--- src/rtl/btn_debounce_pkg.sv ---
// Shared state encoding and parameter defaults for the button debouncer.
package btn_debounce_pkg;

  typedef enum logic [1:0] {
    IDLE_LOW  = 2'd0,
    WAIT_HIGH = 2'd1,
    IDLE_HIGH = 2'd2,
    WAIT_LOW  = 2'd3
  } btn_state_e;

  localparam int SYNC_STAGES_DEF = 2;
  localparam int STABLE_CNT_DEF  = 4;

endpackage

--- src/rtl/btn_debounce_sync_sync_chain.sv ---
// Multi-flop synchronizer for one asynchronous bit; the last flop is the only output.
module sync_chain #(
  parameter int STAGES = 2
) (
  input  logic clk,
  input  logic rst_n,
  input  logic d,
  output logic q
);

  logic [STAGES-1:0] ff;

  always_ff @(posedge clk) begin
    if (!rst_n) ff <= '0;
    else        ff <= {ff[STAGES-2:0], d};
  end

  assign q = ff[STAGES-1];

endmodule

--- src/rtl/btn_debounce_sync.sv ---
// Button debouncer: synchronizer plus stability-qualifying FSM with registered level, edge pulses and busy.
// Optional auto-repeat of rise_pulse while held high is enabled by defining BTN_DEBOUNCE_REPEAT_EN.
//
// state     | meaning
// IDLE_LOW  | accepted level 0, waiting for s=1
// WAIT_HIGH | qualifying a 0->1 candidate
// IDLE_HIGH | accepted level 1, waiting for s=0
// WAIT_LOW  | qualifying a 1->0 candidate
module btn_debounce_sync
  import btn_debounce_pkg::*;
#(
  parameter int SYNC_STAGES = SYNC_STAGES_DEF,
  parameter int STABLE_CNT  = STABLE_CNT_DEF,
  parameter int CNT_W       = 16,
  parameter int REPEAT_CNT  = 8
) (
  input  logic clk,
  input  logic rst_n,
  input  logic btn_in,
  input  logic en,
  output logic level_out,
  output logic rise_pulse,
  output logic fall_pulse,
  output logic busy
);

  localparam logic [CNT_W-1:0] CNT_LAST = CNT_W'(STABLE_CNT - 1);

  generate
    if (SYNC_STAGES < 2 || STABLE_CNT < 2 || REPEAT_CNT < 2 || STABLE_CNT > 2**CNT_W) begin : g_bad_param
      $error("btn_debounce_sync: illegal parameter combination");
    end
  endgenerate

  logic             s;
  btn_state_e       state, state_nxt;
  logic [CNT_W-1:0] cnt, cnt_nxt;
  logic             level_nxt, rise_nxt, fall_nxt, busy_nxt;
  logic             rpt_fire;

  sync_chain #(.STAGES(SYNC_STAGES)) u_sync (
    .clk   (clk),
    .rst_n (rst_n),
    .d     (btn_in),
    .q     (s)
  );

  always_comb begin
    state_nxt = state;
    cnt_nxt   = cnt;
    level_nxt = level_out;
    rise_nxt  = 1'b0;
    fall_nxt  = 1'b0;
    if (!en) begin
      // Abandon any qualification; the accepted level is frozen.
      cnt_nxt = '0;
      if (state == WAIT_HIGH)     state_nxt = IDLE_LOW;
      else if (state == WAIT_LOW) state_nxt = IDLE_HIGH;
    end else begin
      case (state)
        IDLE_LOW: begin
          if (s) begin
            state_nxt = WAIT_HIGH;
            cnt_nxt   = '0;
          end
        end
        WAIT_HIGH: begin
          if (!s) begin
            state_nxt = IDLE_LOW;
            cnt_nxt   = '0;
          end else if (cnt == CNT_LAST) begin
            state_nxt = IDLE_HIGH;
            cnt_nxt   = '0;
            level_nxt = 1'b1;
            rise_nxt  = 1'b1;
          end else begin
            cnt_nxt = cnt + 1'b1;
          end
        end
        IDLE_HIGH: begin
          if (!s) begin
            state_nxt = WAIT_LOW;
            cnt_nxt   = '0;
          end
        end
        WAIT_LOW: begin
          if (s) begin
            state_nxt = IDLE_HIGH;
            cnt_nxt   = '0;
          end else if (cnt == CNT_LAST) begin
            state_nxt = IDLE_LOW;
            cnt_nxt   = '0;
            level_nxt = 1'b0;
            fall_nxt  = 1'b1;
          end else begin
            cnt_nxt = cnt + 1'b1;
          end
        end
        default: begin
          state_nxt = IDLE_LOW;
          cnt_nxt   = '0;
        end
      endcase
    end
    busy_nxt = (state_nxt == WAIT_HIGH) || (state_nxt == WAIT_LOW);
  end

`ifdef BTN_DEBOUNCE_REPEAT_EN
  localparam int RPT_W = $clog2(REPEAT_CNT) + 1;
  localparam logic [RPT_W-1:0] RPT_LAST = RPT_W'(REPEAT_CNT - 1);

  logic [RPT_W-1:0] rpt, rpt_nxt;

  // Runs only while the high level is being held; any exit restarts the period.
  always_comb begin
    rpt_nxt  = '0;
    rpt_fire = 1'b0;
    if (en && state == IDLE_HIGH && state_nxt == IDLE_HIGH) begin
      if (rpt == RPT_LAST) rpt_fire = 1'b1;
      else                 rpt_nxt  = rpt + 1'b1;
    end
  end

  always_ff @(posedge clk) begin
    if (!rst_n) rpt <= '0;
    else        rpt <= rpt_nxt;
  end
`else
  assign rpt_fire = 1'b0;
`endif

  always_ff @(posedge clk) begin
    if (!rst_n) begin
      state      <= IDLE_LOW;
      cnt        <= '0;
      level_out  <= 1'b0;
      rise_pulse <= 1'b0;
      fall_pulse <= 1'b0;
      busy       <= 1'b0;
    end else begin
      state      <= state_nxt;
      cnt        <= cnt_nxt;
      level_out  <= level_nxt;
      rise_pulse <= rise_nxt | rpt_fire;
      fall_pulse <= fall_nxt;
      busy       <= busy_nxt;
    end
  end

endmodule

--- config.mk ---
export PLATFORM = sky130hd
export DESIGN_NAME = btn_debounce_sync
export DESIGN_NICKNAME = d
export VERILOG_FILES = /design/src/rtl/btn_debounce_pkg.sv /design/src/rtl/btn_debounce_sync_sync_chain.sv /design/src/rtl/btn_debounce_sync.sv
export SDC_FILE = /design/constraint.sdc
export NUM_CORES = 1
export LEC_CHECK = 0
export ABC_AREA = 1
export CAP_MARGIN = 10
export CORE_ASPECT_RATIO = 0.8
export CORE_MARGIN = 5
export CORE_UTILIZATION = 55
export CTS_BUF_LIST = sky130_fd_sc_hd__clkbuf_2 sky130_fd_sc_hd__clkbuf_4 sky130_fd_sc_hd__clkbuf_8
export DETAILED_ROUTE_END_ITERATION = 10
export HOLD_SLACK_MARGIN = 0.03
export PLACE_DENSITY = 0.73
export SLEW_MARGIN = 20
export SYNTH_ARGS = -nofsm -noshare
export SYNTH_HDL_FRONTEND = slang
export SYNTH_SLANG_ARGS = --single-unit
--- constraint.sdc ---
create_clock -name clk -period 2.1 [get_ports clk]
set_input_delay 0.63 -clock clk [delete_from_list [all_inputs] [get_ports clk]]
set_output_delay 0.63 -clock clk [all_outputs]
set_load 0.01 [all_outputs]
==> results of run 1 <==
## worst paths after layout
path / to / cells after the start / startpoint / slack [ns]
worst max-delay path: busy / 1 / busy / 0.12
worst min register to register: u_sync.ff[1] / 2 / u_sync.ff[0] / 0.43
worst min-delay path: u_sync.ff[1] / 2 / u_sync.ff[0] / 0.43
worst max register to register: cnt[10] / 8 / state[1] / 0.54
## worst reg2reg max path, stage by stage (launching register included)
cell and delay, ns:
dfxtp_1 0.43, inv_2 0.04, nand2_1 0.11, nand2_4 0.08, nor2_4 0.29, inv_1 0.17
nand3_1 0.13, xor2_1 0.16, nor2_1 0.05
## flip-flops by register name (all words and copies together) (netlist names)
| signal | cells |
|---|---|
| level_out | 1 |
| state | 1 |
| fall_pulse | 1 |
| cnt | 16 |
| u_sync.ff | 2 |
| rise_pulse | 1 |
| busy | 1 |
## logic make-up after synthesis
kind of cell | after synthesis | share of synthesized area
and+or+nand+nor | 115 | 0.406
buffers and inverters | 26 | 0.0905
AOI/OAI and AO/OA | 25 | 0.109
DFF | 23 | 0.358
xor gates and xnor gates | 4 | 0.0272
adders and majority gates | 1 | 0.00973
## metal layers
layer	GRT usage	vias to the layer above	routed length, um
li1	-	634	-
met1	0.240	579	1290
met2	0.308	44	1320
met3	0.0552	4	228
met4	0.0692	0	31
met5	0	-	0
## area by class of cell
type                    count  area share
clock inverters             1     0.00538
flip-flops and latches     23       0.330
well taps                  25      0.0224
repair buffers              8      0.0556
multi-input cells         145       0.509
inverters                  23      0.0619
clock buffers               3      0.0161
## report_power, final
part,switching [mW],internal [mW]
sequential,0.00123,0.439
combinational,0.0210,0.0117
clock,0.152,0.0731
total,0.175,0.523
## metrics by stage
step | cell area [um^2] | cells | setup WS [ns]
2_1_floorplan | 1290 | 194 | 0.808
3_3_place_gp | 1370 | 224 | 0.273
3_5_place_dp | 1370 | 224 | 0.228
4_1_cts | 1400 | 228 | 0.109
5_1_grt | 1400 | 228 | 0.0492
6_report | 1400 | 228 | 0.122
## cell usage in the layout (no fill, tap or decap), drive strengths merged
master / instances
clkdlybuf4s50: 7
dfxtp: 23
nor2: 32
nand2: 60
nand4: 3
o21ai: 6
xnor2: 1
o21a: 1
clkinvlp: 1
buf: 1
o211ai: 1
inv: 23
xor2: 3
nor3: 6
a21oi: 16
clkbuf: 3
a21o: 1
nand3: 14
ha: 1
==> reports/metrics.cfg, run 1 <==
[timing]
min_period_ns = 1.98
max_freq_mhz = 506
max_slew.worst_pin.slew_ns = 0.352
relSlewSlack = 0.765
timing.hold.ws_ns = 0.434
final-hold-violation-count = 0
finClkSkew_ns = 0.0102
min_period_over_period = 0.942
setup_viol = 0
fin_tns_setup_ns = 0
drv_slew = 0
rsz0062_at_grt = false

[clock_tree]
cts.sinks = 23
post_cts_buffers = 0
cts_buffer_depth = 2
insertion_delay_ns = 0.33
cts_made_buffers = 3
hold_buffers = 0
cts_tree = done
root_buffer = clkbuf_4
htreeDepth = 1
clk_pin_slew_ns = 0.14
postCtsResizedCells = 0

[logic_synthesis]
ys_warn_count = 0
ys_types = 25
synth_nets = 199
syn_inst = 194
synth-edff-count = 0
ys_seq_elements = 23
post-synth-top-count-cell = nand2_1
synthArstFlopShare = 0
yosys-top-cells-count = 54 x nand2_1, 25 x nor2_1, 23 x dfxtp_1
netlist_area_mm2 = 0.00129
synth_top_area_cell = dfxtp_1
yosysSeqAreaShare = 0.358
netlist_top_cells_area = dfxtp_1 36%, nand2_1 16%, nor2_1 7.3%
synth_top_area_frac = 0.358
synth_top_flop_cell = dfxtp_1
syn_avg_cell_area_um2 = 6.63

[status]
status = completed

[power_and_ir_drop]
power_leakage_nw = 0.539
finalPower_mw = 0.698
p_per_area_mw_per_mm2 = 500
peakVddDrop_v = 0.000499

[grt]
overflow = 0
antenna_found_initial = 0
grt_pass1_vias = 1087
grt_use_total = 0.190
grt_max_degree = 15
grt_first_pass_wirelength_mm = 4.92

[setup_path]
worstSetupPathType = reg -> out
crit_chain = clkdlybuf4s50_1
cp_slowest_cell = clkdlybuf4s50_1
required_ns = 1.47
cp-start-kind = register
worstSetupEndpointType = output pin
cp_num_buf_inv = 1
crit_fanout = 4
slowest_delay_ns = 0.58
crit_family = buffers and inverters
worstPathArrival_ns = 1.35

[floorplan]
die_x_um = 64.1
dieArea_mm2 = 0.00341
pin_count = 8
core.rowCount = 15
die_h_um = 53.3
initial_core_util = 0.586
core_mm2 = 0.00220

[flow_run]
max_cap_violations = 0

[final_layout]
ff_latch_area_um2 = 460
area_growth_pct = 8.46
fin_util = 0.635
drive_gt1_frac = 0.128
diodes = 0
multi_input_area_um2 = 709
fill_cells = 201
fin_nets = 209

[placed_design]
dp_hpwl_mm = 2.15
routabilityCongestion = 0.907
port_buffers = 7

[detailed_routing]
postRouteAntennaNets = 0
vias = 1261
drt_iter0_drc = 68
wl_per_cell_um = 12.6
drt_pre_antenna_iters = 5
route.detailed.drc = 0
avgViaCountPerCell = 5.53
wirelength_mm = 2.86

[min_path]
min_path_type = reg -> reg

(Power assumes the default switching activity.)
==> inputs of run 2 (changes only) <==
--- a/config.mk
+++ b/config.mk
@@ -6,7 +6,7 @@
 export NUM_CORES = 1
 export LEC_CHECK = 0
 export ABC_AREA = 1
-export CAP_MARGIN = 10
+export CAP_MARGIN = 20
 export CORE_ASPECT_RATIO = 0.8
 export CORE_MARGIN = 5
 export CORE_UTILIZATION = 55
==> constraint.sdc (replaced) <==
create_clock -name clk -period 1.9 [get_ports clk]
set_input_delay 0.57 -clock clk [delete_from_list [all_inputs] [get_ports clk]]
set_output_delay 0.57 -clock clk [all_outputs]
set_load 0.01 [all_outputs]
==> run 2 against run 1 <==
Against the previous run:
- first-iteration DRC count shrank 13%
- wire length grew 0.21%
- power grew 8.5%
- clock skew grew 0.0013 ns
- cell count grew 0.44%
- cell area grew 0.45%
- sequential power grew 10%
- global-route usage shrank 0.29 points
- count of clock-buffer cells in the layout is the same
- critical endpoint unchanged
- largest cell class unchanged
- highest routed layer unchanged
==> reports/metrics.cfg, run 2 (synthesized netlist as in run 1, its figures left out) <==
[status]
status = completed  ; unchanged

[timing]
fin_tns_setup_ns = 0  ; unchanged
min_period_over_period = 0.960
drv_slew = 0  ; unchanged
final-hold-violation-count = 0  ; unchanged
min_period_ns = 1.82
max_slew.worst_pin.slew_ns = 0.305  ; was 0.352 ns
relSlewSlack = 0.796  ; was 0.765
finClkSkew_ns = 0.0115  ; was 0.0102 ns
setup_viol = 0  ; unchanged
max_freq_mhz = 548
rsz0062_at_grt = false  ; unchanged

[floorplan]
die_x_um = 64.1  ; unchanged
dieArea_mm2 = 0.00341  ; unchanged
core_mm2 = 0.00220  ; unchanged
die_h_um = 53.3  ; unchanged
core.rowCount = 15  ; unchanged
initial_core_util = 0.586  ; unchanged
pin_count = 8  ; unchanged

[clock_tree]
cts_made_buffers = 3  ; unchanged
root_buffer = clkbuf_4  ; unchanged
clk_pin_slew_ns = 0.12  ; was 0.14 ns
cts_tree = done  ; unchanged
cts.sinks = 23  ; unchanged
cts_buffer_depth = 2  ; unchanged
hold_buffers = 0  ; unchanged
insertion_delay_ns = 0.32  ; was 0.33 ns
post_cts_buffers = 0  ; unchanged
htreeDepth = 1  ; unchanged

[detailed_routing]
drt_iter0_drc = 59  ; was 68
route.detailed.drc = 0  ; unchanged
avgViaCountPerCell = 5.34  ; was 5.53
vias = 1222  ; was 1261
wirelength_mm = 2.87  ; was 2.86 mm
drt_pre_antenna_iters = 4  ; was 5
wl_per_cell_um = 12.5  ; was 12.6 um
postRouteAntennaNets = 0  ; unchanged

[final_layout]
fill_cells = 211  ; was 201
fin_nets = 210  ; was 209
diodes = 0  ; unchanged
fin_util = 0.638  ; was 0.635
regMostFlops = cnt  ; unchanged
top_regs = cnt (16), u_sync.ff (2)  ; unchanged
largest_register_ffs = 16  ; unchanged
drive_gt1_frac = 0.137  ; was 0.128
layout_commonest_cell = nand2_1  ; unchanged
final_cell_mix = 54 x nand2_1, 25 x nor2_1, 22 x dfxtp_1  ; was 54 x nand2_1, 25 x nor2_1, 23 x dfxtp_1
area_growth_pct = 8.95  ; was 8.46%

[setup_path]
cp_num_buf_inv = 1  ; unchanged
worstSetupPathType = reg -> out  ; unchanged
crit_family = buffers and inverters  ; unchanged
crit_chain = clkdlybuf4s50_1  ; unchanged
slowest_delay_ns = 0.55  ; was 0.58 ns
crit_fanout = 4  ; unchanged
worstSetupEndpointType = output pin  ; unchanged
cp-start-kind = register  ; unchanged
required_ns = 1.33  ; was 1.47 ns
worstPathArrival_ns = 1.25  ; was 1.35 ns
cp_slowest_cell = clkdlybuf4s50_1  ; unchanged

[grt]
grt_pass1_vias = 1191  ; was 1087
grt_use_total = 0.187  ; was 0.190
grt_first_pass_wirelength_mm = 5.00  ; was 4.92 mm
grt_max_degree = 15  ; unchanged
antenna_found_initial = 0  ; unchanged
overflow = 0  ; unchanged

[power_and_ir_drop]
seqPwrFrac = 0.642  ; was 0.630
p_per_area_mw_per_mm2 = 540  ; was 500 mW/mm^2
switching_power_mw = 0.179  ; was 0.175 mW
p_sw_frac = 0.237  ; was 0.250
peakVddDrop_v = 0.000649  ; was 0.000499 V
pwr-share-comb = 0.050  ; was 0.047
internal_power_mw = 0.578  ; was 0.523 mW
pwr-share-clk = 0.308  ; was 0.323
power_leakage_nw = 0.548  ; was 0.539 nW

[placed_design]
routabilityCongestion = 0.907  ; about the same
port_buffers = 7  ; unchanged
dp_hpwl_mm = 2.22  ; was 2.15 mm

[flow_run]
max_cap_violations = 0  ; unchanged

[min_path]
min_path_type = reg -> reg  ; unchanged

==> run 2: per-layer routing <==
metal	wire [um]	share of wire	vias up	track usage
li1	-	-	631	-
met1	1370	0.48	553	0.233
met2	1300	0.45	34	0.313
met3	163	0.057	4	0.0510
met4	38	0.013	0	0.0623
met5	0	0	-	0
==> run 2: repair_timing <==
item,CTS,global route
gates resized for setup,1,0
hold endpoints to repair,0,0
endpoints found under the setup margin,1,0
==> run 2: path summary, 6_finish.rpt <==
check	end	slack (ns)	startpoint	cells past startpoint
worst max-delay path	busy	0.08	busy	1
worst max register to register	cnt[12]	0.32	cnt[0]	7
worst min register to register	u_sync.ff[1]	0.44	u_sync.ff[0]	2
worst min-delay path	u_sync.ff[1]	0.44	u_sync.ff[0]	2
==> run 2: layout make-up <==
type                       instances  area (um^2)  area share
multi-input combinational        145          709       0.506
inverter                          23         86.3      0.0616
clock buffer                       3         22.5      0.0161
timing repair buffer               9         85.1      0.0607
clock inverter                     1         5.00     0.00357
tap                               25         31.3      0.0223
sequential                        23          462       0.329
==> run 2: worst reg2reg max path: stages, from the launching register on <==
cell and delay [ns]:
dfxtp_1 0.41, ha_1 0.25, nand2_1 0.09, inv_1 0.13, nand3_1 0.10, nor3_1 0.28, nand3_1 0.12, a21oi_1 0.15
==> run 2: metrics by stage <==
step	total power, mW	area, um^2	worst slack (ns)	cells	hold WS (ns)
after floorplan	0.517	1290	0.608	194	0.390
after global placement	0.533	1370	0.134	225	0.412
after detailed placement	0.534	1370	0.0832	225	0.414
after CTS	0.761	1400	0.0598	229	0.443
after global routing	0.786	1400	0.00937	229	0.459
final	0.757	1400	0.0761	229	0.436
==> run 2: power groups by stage <==
stage | sequential, mW | clock, mW | combinational (mW)
after floorplan | 0.497 | 0 | 0.0207
after global placement | 0.497 | 0 | 0.0366
after detailed placement | 0.497 | 0 | 0.0377
after CTS | 0.486 | 0.237 | 0.0378
after global routing | 0.487 | 0.258 | 0.0417
final | 0.486 | 0.233 | 0.0380
==> inputs of run 3 (changes only) <==
--- a/config.mk
+++ b/config.mk
@@ -14,6 +14,7 @@
 export DETAILED_ROUTE_END_ITERATION = 10
 export HOLD_SLACK_MARGIN = 0.03
 export PLACE_DENSITY = 0.73
+export SETUP_SLACK_MARGIN = 0.5
 export SLEW_MARGIN = 20
 export SYNTH_ARGS = -nofsm -noshare
 export SYNTH_HDL_FRONTEND = slang
==> run 3 against run 2 <==
Against the previous run:
- first-iteration DRC count is 20% lower
- power is 0.47% lower
- cell area is 6.8% higher
- clock power hardly changed
- cell count is 1.7% higher
- count of clock-buffer cells in the layout stayed put
- utilization is 4.3 points higher
- critical path depth stayed put
- critical path type unchanged
- highest routed layer unchanged
==> reports/metrics.cfg, run 3 (synthesized netlist as in run 1, its figures left out) <==
[power_and_ir_drop]
internal_power_mw = 0.574  ; was 0.578 mW
power_leakage_nw = 0.609  ; was 0.548 nW
pwr-share-clk = 0.306  ; was 0.308
seqPwrFrac = 0.639  ; was 0.642
peakVddDrop_v = 0.000625  ; was 0.000649 V
finalPower_mw = 0.753  ; was 0.757 mW
switching_power_mw = 0.179  ; about the same
pwr-share-comb = 0.055  ; was 0.050
p_sw_frac = 0.238  ; was 0.237
p_per_area_mw_per_mm2 = 503  ; was 540 mW/mm^2

[setup_path]
r2r_end = cnt[11]  ; was cnt[12]
reg2reg_from = cnt[5]  ; was cnt[0]
worst-r2r-setup-slack_ns = 0.58  ; was 0.32 ns
required_ns = 1.33  ; about the same
crit_start = busy  ; unchanged
crit_cells = 1  ; unchanged
cp_num_buf_inv = 1  ; unchanged
slowest_delay_ns = 0.36  ; was 0.55 ns
worstSetupPathType = reg -> out  ; unchanged
worstPathArrival_ns = 0.80  ; was 1.25 ns
worstSetupEndpointType = output pin  ; unchanged
crit_chain = buf_2  ; was clkdlybuf4s50_1
ff2ff_path_depth = 7  ; unchanged
crit_end = busy  ; unchanged
cp_slowest_cell = dfxtp_4  ; was clkdlybuf4s50_1
crit_family = flip-flops  ; was buffers and inverters
crit_fanout = 2  ; was 4
cp-start-kind = register  ; unchanged

[timing]
final-hold-violation-count = 0  ; unchanged
fin_tns_setup_ns = 0  ; unchanged
finClkSkew_ns = 0.0132  ; was 0.0115 ns
min_period_over_period = 0.720  ; was 0.960
setup_viol = 0  ; unchanged
relSlewSlack = 0.831  ; was 0.796
max_slew.worst_pin.slew_ns = 0.251  ; was 0.305 ns
max_freq_mhz = 731  ; was 548 MHz
timing.hold.ws_ns = 0.435  ; was 0.436 ns
rsz0062_at_grt = true  ; was false
min_period_ns = 1.37  ; was 1.82 ns
drv_slew = 0  ; unchanged

[floorplan]
dieArea_mm2 = 0.00341  ; unchanged
die_x_um = 64.1  ; unchanged
pin_count = 8  ; unchanged
core.rowCount = 15  ; unchanged
initial_core_util = 0.586  ; unchanged
die_h_um = 53.3  ; unchanged
core_mm2 = 0.00220  ; unchanged

[detailed_routing]
postRouteAntennaNets = 0  ; unchanged
wl_per_cell_um = 12.8  ; was 12.5 um
vias = 1273  ; was 1222
drt_pre_antenna_iters = 5  ; was 4
route.detailed.drc = 0  ; unchanged
wirelength_mm = 2.99  ; was 2.87 mm
avgViaCountPerCell = 5.46  ; was 5.34
drt_iter0_drc = 47  ; was 59

[final_layout]
drive_gt1_frac = 0.274  ; was 0.137
fin_nets = 214  ; was 210
area_growth_pct = 16.3  ; was 8.95%
fill_cells = 185  ; was 211
largest_register_ffs = 16  ; unchanged
layout_commonest_cell = nand2_1  ; unchanged
final_area_mm2 = 0.00150  ; was 0.00140 mm^2
diodes = 0  ; unchanged
fin_util = 0.681  ; was 0.638
top_regs = cnt (16), u_sync.ff (2)  ; unchanged
regMostFlops = cnt  ; unchanged
final_cell_mix = 52 x nand2_1, 23 x nor2_1, 17 x inv_1  ; was 54 x nand2_1, 25 x nor2_1, 22 x dfxtp_1

[clock_tree]
cts_made_buffers = 3  ; unchanged
clk_pin_slew_ns = 0.12  ; about the same
insertion_delay_ns = 0.32  ; about the same
hold_buffers = 0  ; unchanged
root_buffer = clkbuf_4  ; unchanged
cts_tree = done  ; unchanged
cts_buffer_depth = 2  ; unchanged
cts.sinks = 23  ; unchanged
htreeDepth = 1  ; unchanged

[grt]
antenna_found_initial = 0  ; unchanged
grt_max_degree = 15  ; unchanged
overflow = 0  ; unchanged
grt_first_pass_wirelength_mm = 5.10  ; was 5.00 mm
grt_use_total = 0.190  ; was 0.187
grt_pass1_vias = 1210  ; was 1191

[placed_design]
routabilityCongestion = 0.907  ; unchanged
port_buffers = 7  ; unchanged
place_area_mm2 = 0.00137  ; unchanged
dp_hpwl_mm = 2.22  ; unchanged

[min_path]
min_path_type = reg -> reg  ; unchanged

[status]
status = completed  ; unchanged

[flow_run]
max_cap_violations = 0  ; unchanged

## run 3: changes by cell type in the layout (fill, tap and decap cells not counted), sizes merged
cell,change
buf,+8
clkdlybuf4s50,-6
dlygate4sd2,+2
## run 3: power by group through the flow
stage / clock, mW / sequential (mW) / combinational (mW)
after floorplan: 0 / 0.497 / 0.0207
after global placement: 0 / 0.497 / 0.0366
after detailed placement: 0 / 0.497 / 0.0377
after CTS: 0.237 / 0.484 / 0.0382
after global routing: 0.257 / 0.482 / 0.0452
final: 0.231 / 0.481 / 0.0416
## run 3: stage by stage
stage	std cells	worst slack (ns)
4_1_cts	230	0.432
3_5_place_dp	225	0.0832
5_1_grt	233	0.422
2_1_floorplan	194	0.608
3_3_place_gp	225	0.134
6_report	233	0.533
## run 3: area by class of cell
cell class | instances | area, um^2 | share of cell area
multi-input cells | 145 | 773 | 0.517
repair buffers | 13 | 92.6 | 0.0619
well taps | 25 | 31.3 | 0.0209
inverters | 23 | 91.3 | 0.0610
flip-flops and latches | 23 | 480 | 0.321
clock buffers | 3 | 22.5 | 0.0151
clock inverters | 1 | 5.00 | 0.00334
## run 3: worst min path at each step
stage | from | end | slack, ns | cells after the start
CTS | u_sync.ff[0] | u_sync.ff[1] | 0.44 | 2
global placement | u_sync.ff[0] | u_sync.ff[1] | 0.41 | 2
global route | u_sync.ff[0] | u_sync.ff[1] | 0.46 | 2
detailed placement | u_sync.ff[0] | u_sync.ff[1] | 0.41 | 2
floorplan | u_sync.ff[0] | u_sync.ff[1] | 0.39 | 2
finish | u_sync.ff[0] | u_sync.ff[1] | 0.44 | 2
## run 3: repair_timing
action / CTS / global route
pin swaps: 2 / 6
gates resized for setup: 28 / 22
buffers inserted: 1 / 3
setup endpoints to repair: 19 / 18
## run 3: routing by layer
layer | track usage | share of wire | up-vias
met2 | 0.321 | 0.47 | 44
met5 | 0 | 0 | -
met3 | 0.0510 | 0.066 | 7
li1 | - | - | 646
met4 | 0.0623 | 0.016 | 0
met1 | 0.235 | 0.45 | 576
==> patch 1 (flow settings as in run 3) <==
`CNT_W`: 16 -> 15.
--- a/src/rtl/btn_debounce_sync.sv
+++ b/src/rtl/btn_debounce_sync.sv
@@ -11,7 +11,7 @@
 #(
   parameter int SYNC_STAGES = SYNC_STAGES_DEF,
   parameter int STABLE_CNT  = STABLE_CNT_DEF,
-  parameter int CNT_W       = 16,
+  parameter int CNT_W       = 15,
   parameter int REPEAT_CNT  = 8
 ) (
   input  logic clk,
Function: no difference found for any inputs over 10 cycles, from zero or initial values and one cycle with rst_n low; that may be too few to reach the edited logic, so the function may still have changed.
==> patch 1 against run 3 <==
Design area is 4.2% lower; area after synthesis is 3.8% lower; largest cell class unchanged; count of clock-buffer cells in the layout is 1 higher; critical path type is now reg2reg; sequential cell count is 1 lower; power is 2.2% higher; clock skew is 0.0084 ns lower; first-iteration DRC count is 11% higher; register-to-register slack worse by 0.06 ns; setup slack worse by 0.016 ns; wire length is 12% lower; largest power group unchanged.
==> patch 1: results <==
metrics = {
    "finish": {
        "fin_nets": 212,
        "multi_input_gates": 139,
        "nonClockInverterCount": 27,
        "buffer_area_share_pct": 7.33,
        "nFillCells": 208,
        "final.clkbuf_count": 4,
        "area_taken_by_flip_flops_and_latches_um2": 448,
        "layout-drive-gt1-share_pct": 22.8,
        "layout_top_registers": "cnt x15, state x2, u_sync.ff x2",
        "share_of_cell_area_taken_by_multi_input_logic_gates_pct": 49.5,
    },
    "routing": {
        "detail_route.wirelength_um": 2620,
        "post_drt_via_cell_ratio": 5.05,
        "post_drt_wl_per_cell_um": 11.4,
        "firstDrtPassIters": 4,
        "drt_iter0_drc": 52,
    },
    "clock_tree": {
        "postCtsSetupBuffers": 3,
        "post_cts_resized": 24,
    },
    "run_status": {
        "status": "finished, final reports clean",
    },
    "place": {
        "placement.setup.worst_slack_ns": 0.116,
        "place.detailed.instances": 221,
        "place_hpwl_um": 1930,
    },
    "logic_synthesis": {
        "synth.net_count": 194,
        "synth_sequential_area_ratio_pct": 35.6,
        "ys_seq_elements": 22,
        "postSynthAreaPerCell_um2": 6.55,
        "synthTopCellsByArea": "sky130_fd_sc_hd__dfxtp_1 36%, sky130_fd_sc_hd__nand2_1 19%, sky130_fd_sc_hd__nor2_1 7.3%",
        "synth_top_cells_by_count": "61 x sky130_fd_sc_hd__nand2_1, 24 x sky130_fd_sc_hd__nor2_1, 23 x sky130_fd_sc_hd__inv_1",
        "post_synth_num_cell_types": 27,
    },
    "power_and_ir_drop": {
        "vdd_ir_drop_max_v": 0.000431,
        "p_leak_nw": 0.611,
    },
    "floorplan": {
        "die_area_um2": 3300,
    },
    "global_route": {
        "track_usage_pct": 17.6,
        "grt_start_max_net_pins": 13,
        "wire_length_of_the_first_global_routing_pass_um": 4540,
    },
    "critical_path": {
        "ff2ff_path_depth": 10,
    },
}
patch 1: path summary, 6_finish.rpt:
| kind | startpoint | to | slack, ns |
|---|---|---|---|
| worst max register to register | cnt[0] | cnt[7] | 0.52 |
| worst min register to register | u_sync.ff[0] | u_sync.ff[1] | 0.43 |
| worst max-delay path | cnt[0] | cnt[7] | 0.52 |
| worst min-delay path | u_sync.ff[0] | u_sync.ff[1] | 0.43 |
patch 1: kinds of logic after synthesis:
| family | share of synthesized area (%) |
|---|---|
| buf+inv | 9.30 |
| flops | 35.6 |
| compound gates | 7.79 |
| xor+xnor | 2.83 |
| fa+ha+maj | 1.01 |
| simple gates | 43.5 |
patch 1: report_power, final:
| group | switching, mW | internal, mW | total (mW) |
|---|---|---|---|
| logic | 0.0278 | 0.0153 | 0.0432 |
| clock network | 0.146 | 0.117 | 0.263 |
| registers | 0.00119 | 0.462 | 0.463 |
| total | 0.175 | 0.595 | 0.770 |
patch 1: worst reg2reg max path, cell delays in order (launching register included):
cell and delay [ns]:
sky130_fd_sc_hd__dfxtp_4 0.39, sky130_fd_sc_hd__ha_4 0.15, sky130_fd_sc_hd__inv_2 0.03, sky130_fd_sc_hd__nor2_1 0.07, sky130_fd_sc_hd__nand2_1 0.10, sky130_fd_sc_hd__nor2_2 0.13, sky130_fd_sc_hd__nand2_2 0.08, sky130_fd_sc_hd__nand2_2 0.10
sky130_fd_sc_hd__nand2_2 0.07, sky130_fd_sc_hd__nand2_4 0.12, sky130_fd_sc_hd__nor2_1 0.06
patch 1: per-layer routing:
metal / GRT usage [%] / routed length [um]
met2: 27.0 / 1160
met3: 4.51 / 129
met4: 6.36 / 37
met1: 23.8 / 1300
met5: 0 / 0
==> patch 2 (config.mk and constraints of run 3) <==
Made on the original files. Put one more register stage on the output `level_out`, without a reset. The value now appears one clock later. The other outputs are not delayed to match.
--- a/src/rtl/btn_debounce_sync.sv
+++ b/src/rtl/btn_debounce_sync.sv
@@ -26,6 +26,8 @@
 
   localparam logic [CNT_W-1:0] CNT_LAST = CNT_W'(STABLE_CNT - 1);
 
+  logic level_s0;
+
   generate
     if (SYNC_STAGES < 2 || STABLE_CNT < 2 || REPEAT_CNT < 2 || STABLE_CNT > 2**CNT_W) begin : g_bad_param
       $error("btn_debounce_sync: illegal parameter combination");
@@ -48,7 +50,7 @@
   always_comb begin
     state_nxt = state;
     cnt_nxt   = cnt;
-    level_nxt = level_out;
+    level_nxt = level_s0;
     rise_nxt  = 1'b0;
     fall_nxt  = 1'b0;
     if (!en) begin
@@ -133,19 +135,23 @@
     if (!rst_n) begin
       state      <= IDLE_LOW;
       cnt        <= '0;
-      level_out  <= 1'b0;
+      level_s0   <= 1'b0;
       rise_pulse <= 1'b0;
       fall_pulse <= 1'b0;
       busy       <= 1'b0;
     end else begin
       state      <= state_nxt;
       cnt        <= cnt_nxt;
-      level_out  <= level_nxt;
+      level_s0   <= level_nxt;
       rise_pulse <= rise_nxt | rpt_fire;
       fall_pulse <= fall_nxt;
       busy       <= busy_nxt;
     end
   end
 
+  always_ff @(posedge clk) begin
+    level_out <= level_s0;
+  end
+
 endmodule
 
Behaviour: not the same (Yosys sat finds a counterexample within 10 cycles, from zero or initial values and one cycle with rst_n low).
==> patch 2 against run 3 <==
Power increased by 9.5%; wire length decreased by 6.0%; sequential power increased by 5.4%; area after synthesis decreased by 1.2%; utilization increased by 4.3 points; setup slack got worse by 0.0069 ns; global-route usage decreased by 1.8 points; design area increased by 5.4%; sequential cell count increased by 1; critical path type is now reg2reg; largest cell class unchanged; largest power group unchanged; highest routed layer unchanged.
==> patch 2: results <==
metrics = {
    "run_status": {
        "status": "finished, final reports clean",
    },
    "power_and_ir_drop": {
        "vdd_ir_drop_max_v": 0.000484,
        "p_sw_share_pct": 22.4,
        "p_leak_nw": 0.657,
    },
    "global_route": {
        "grt_start_max_net_pins": 14,
        "antenna_violations_before_repair": 0,
        "wire_length_of_the_first_global_routing_pass_um": 4460,
        "track_usage_pct": 17.2,
        "via_count_of_the_first_global_routing_pass": 1029,
    },
    "routing": {
        "post_drt_wl_per_cell_um": 12.7,
        "post_drt_via_cell_ratio": 5.21,
        "firstDrtPassIters": 4,
        "detail_route.wirelength_um": 2810,
        "drt_iter0_drc": 38,
    },
    "logic_synthesis": {
        "post_synth_num_cell_types": 26,
        "netlist_instances": 173,
        "synthesis.yosys.warnings": 0,
        "synth_top_cells_by_count": "38 x sky130_fd_sc_hd__nand2_1, 24 x sky130_fd_sc_hd__dfxtp_1, 24 x sky130_fd_sc_hd__nor2_1",
        "postSynth.asyncResetShare_pct": 0,
        "synthTopCellsByArea": "sky130_fd_sc_hd__dfxtp_1 38%, sky130_fd_sc_hd__nand2_1 11%, sky130_fd_sc_hd__nor2_1 7.1%",
        "synth.net_count": 178,
        "synth_sequential_area_ratio_pct": 37.8,
    },
    "critical_path": {
        "worstPathArrival_ns": 1.64,
        "critical-path-max-stage-delay_ns": 0.38,
        "path_max_fanout": 4,
        "critical_path_class": "reg2reg",
        "critical-path-slowest-cell": "sky130_fd_sc_hd__dfxtp_2",
    },
    "clock_tree": {
        "cts_htree_levels": 1,
        "clkLatencyLatePin_ns": 0.32,
        "numCtsBuffers": 3,
        "clock-root-buffer": "sky130_fd_sc_hd__clkbuf_4",
        "cts_max_path_bufs": 2,
        "path_clk_slew_ns": 0.13,
    },
    "finish": {
        "fin_nets": 202,
        "layout-drive-gt1-share_pct": 32.7,
        "layout_top_registers": "cnt x16, u_sync.ff x2",
    },
    "place": {
        "place.port_buffers": 7,
        "place_hpwl_um": 1980,
        "place.detailed.instances": 206,
        "finalWeightedCongestion": 0.825,
    },
    "sta": {
        "timing.slew.headroom_pct": 84.0,
        "finClkSkew_ns": 0.00196,
    },
    "worst_hold_path": {
        "hold_class": "reg2reg",
    },
}
## patch 2: stage by stage
step           total power, mW  instance area [um^2]  util (%)  setup WS (ns)
2_1_floorplan            0.540                  1270         -          0.567
3_3_place_gp             0.555                  1380      63.4          0.206
3_5_place_dp             0.556                  1380      63.4          0.186
4_1_cts                  0.825                  1430      65.9          0.502
5_1_grt                  0.860                  1580      72.5          0.454
6_report                 0.825                  1580      72.5          0.526
## patch 2: per-layer routing
layer	track usage (%)	share of wire (%)	up-vias
met5	0	0	-
met4	7.27	1.4	0
met3	4.67	2.7	6
met2	28.2	48	15
met1	21.2	47	538
li1	-	-	593
## patch 2: cells by family after synthesis
group / after synthesis / synth area share, %
AOI/OAI and AO/OA: 19 / 8.47
xor gates and xnor gates: 5 / 3.45
adders and majority gates: 1 / 0.984
buffers and inverters: 22 / 6.69
DFF: 24 / 37.8
and+or+nand+nor: 102 / 42.6
## patch 2: power by group through the flow
| stage | Combinational [mW] | Sequential, mW | Clock [mW] |
|---|---|---|---|
| after global routing | 0.0484 | 0.507 | 0.305 |
| after floorplan | 0.0217 | 0.518 | 0 |
| after CTS | 0.0390 | 0.507 | 0.280 |
| after detailed placement | 0.0379 | 0.518 | 0 |
| after global placement | 0.0375 | 0.518 | 0 |
| final | 0.0446 | 0.507 | 0.274 |
## patch 2: critical path: cells and delay by family, from the launching register on
kind,cells,cell delay (ns)
fa+ha+maj,1,0.16
compound gates,1,0.13
buf+inv,1,0.06
simple gates,5,0.58
flops,1,0.38
## patch 2: timing repair
action | CTS | global route
cloned | 0 | 0
resized for setup | 23 | 19
buffers inserted | 3 | 8
pin swaps | 0 | 8
setup endpoints to repair | 15 | 14
endpoints found under the hold margin | 0 | 0
## patch 2: area by class of cell
type,count,area (um^2)
multi-input cells,127,773
fillers,167,599
flip-flops and latches,24,490
repair buffers,19,155
inverters,22,91.3
clock buffers,4,36.3
well taps,25,31.3
## patch 2: final timing paths
path              slack [ns]         to     start  depth (start not counted)
setup reg to reg        0.53    cnt[10]    cnt[0]                          8
setup / recovery        0.53    cnt[10]    cnt[0]                          8
hold reg to reg         0.37  level_out  level_s0                          0
hold / removal          0.37  level_out  level_s0                          0
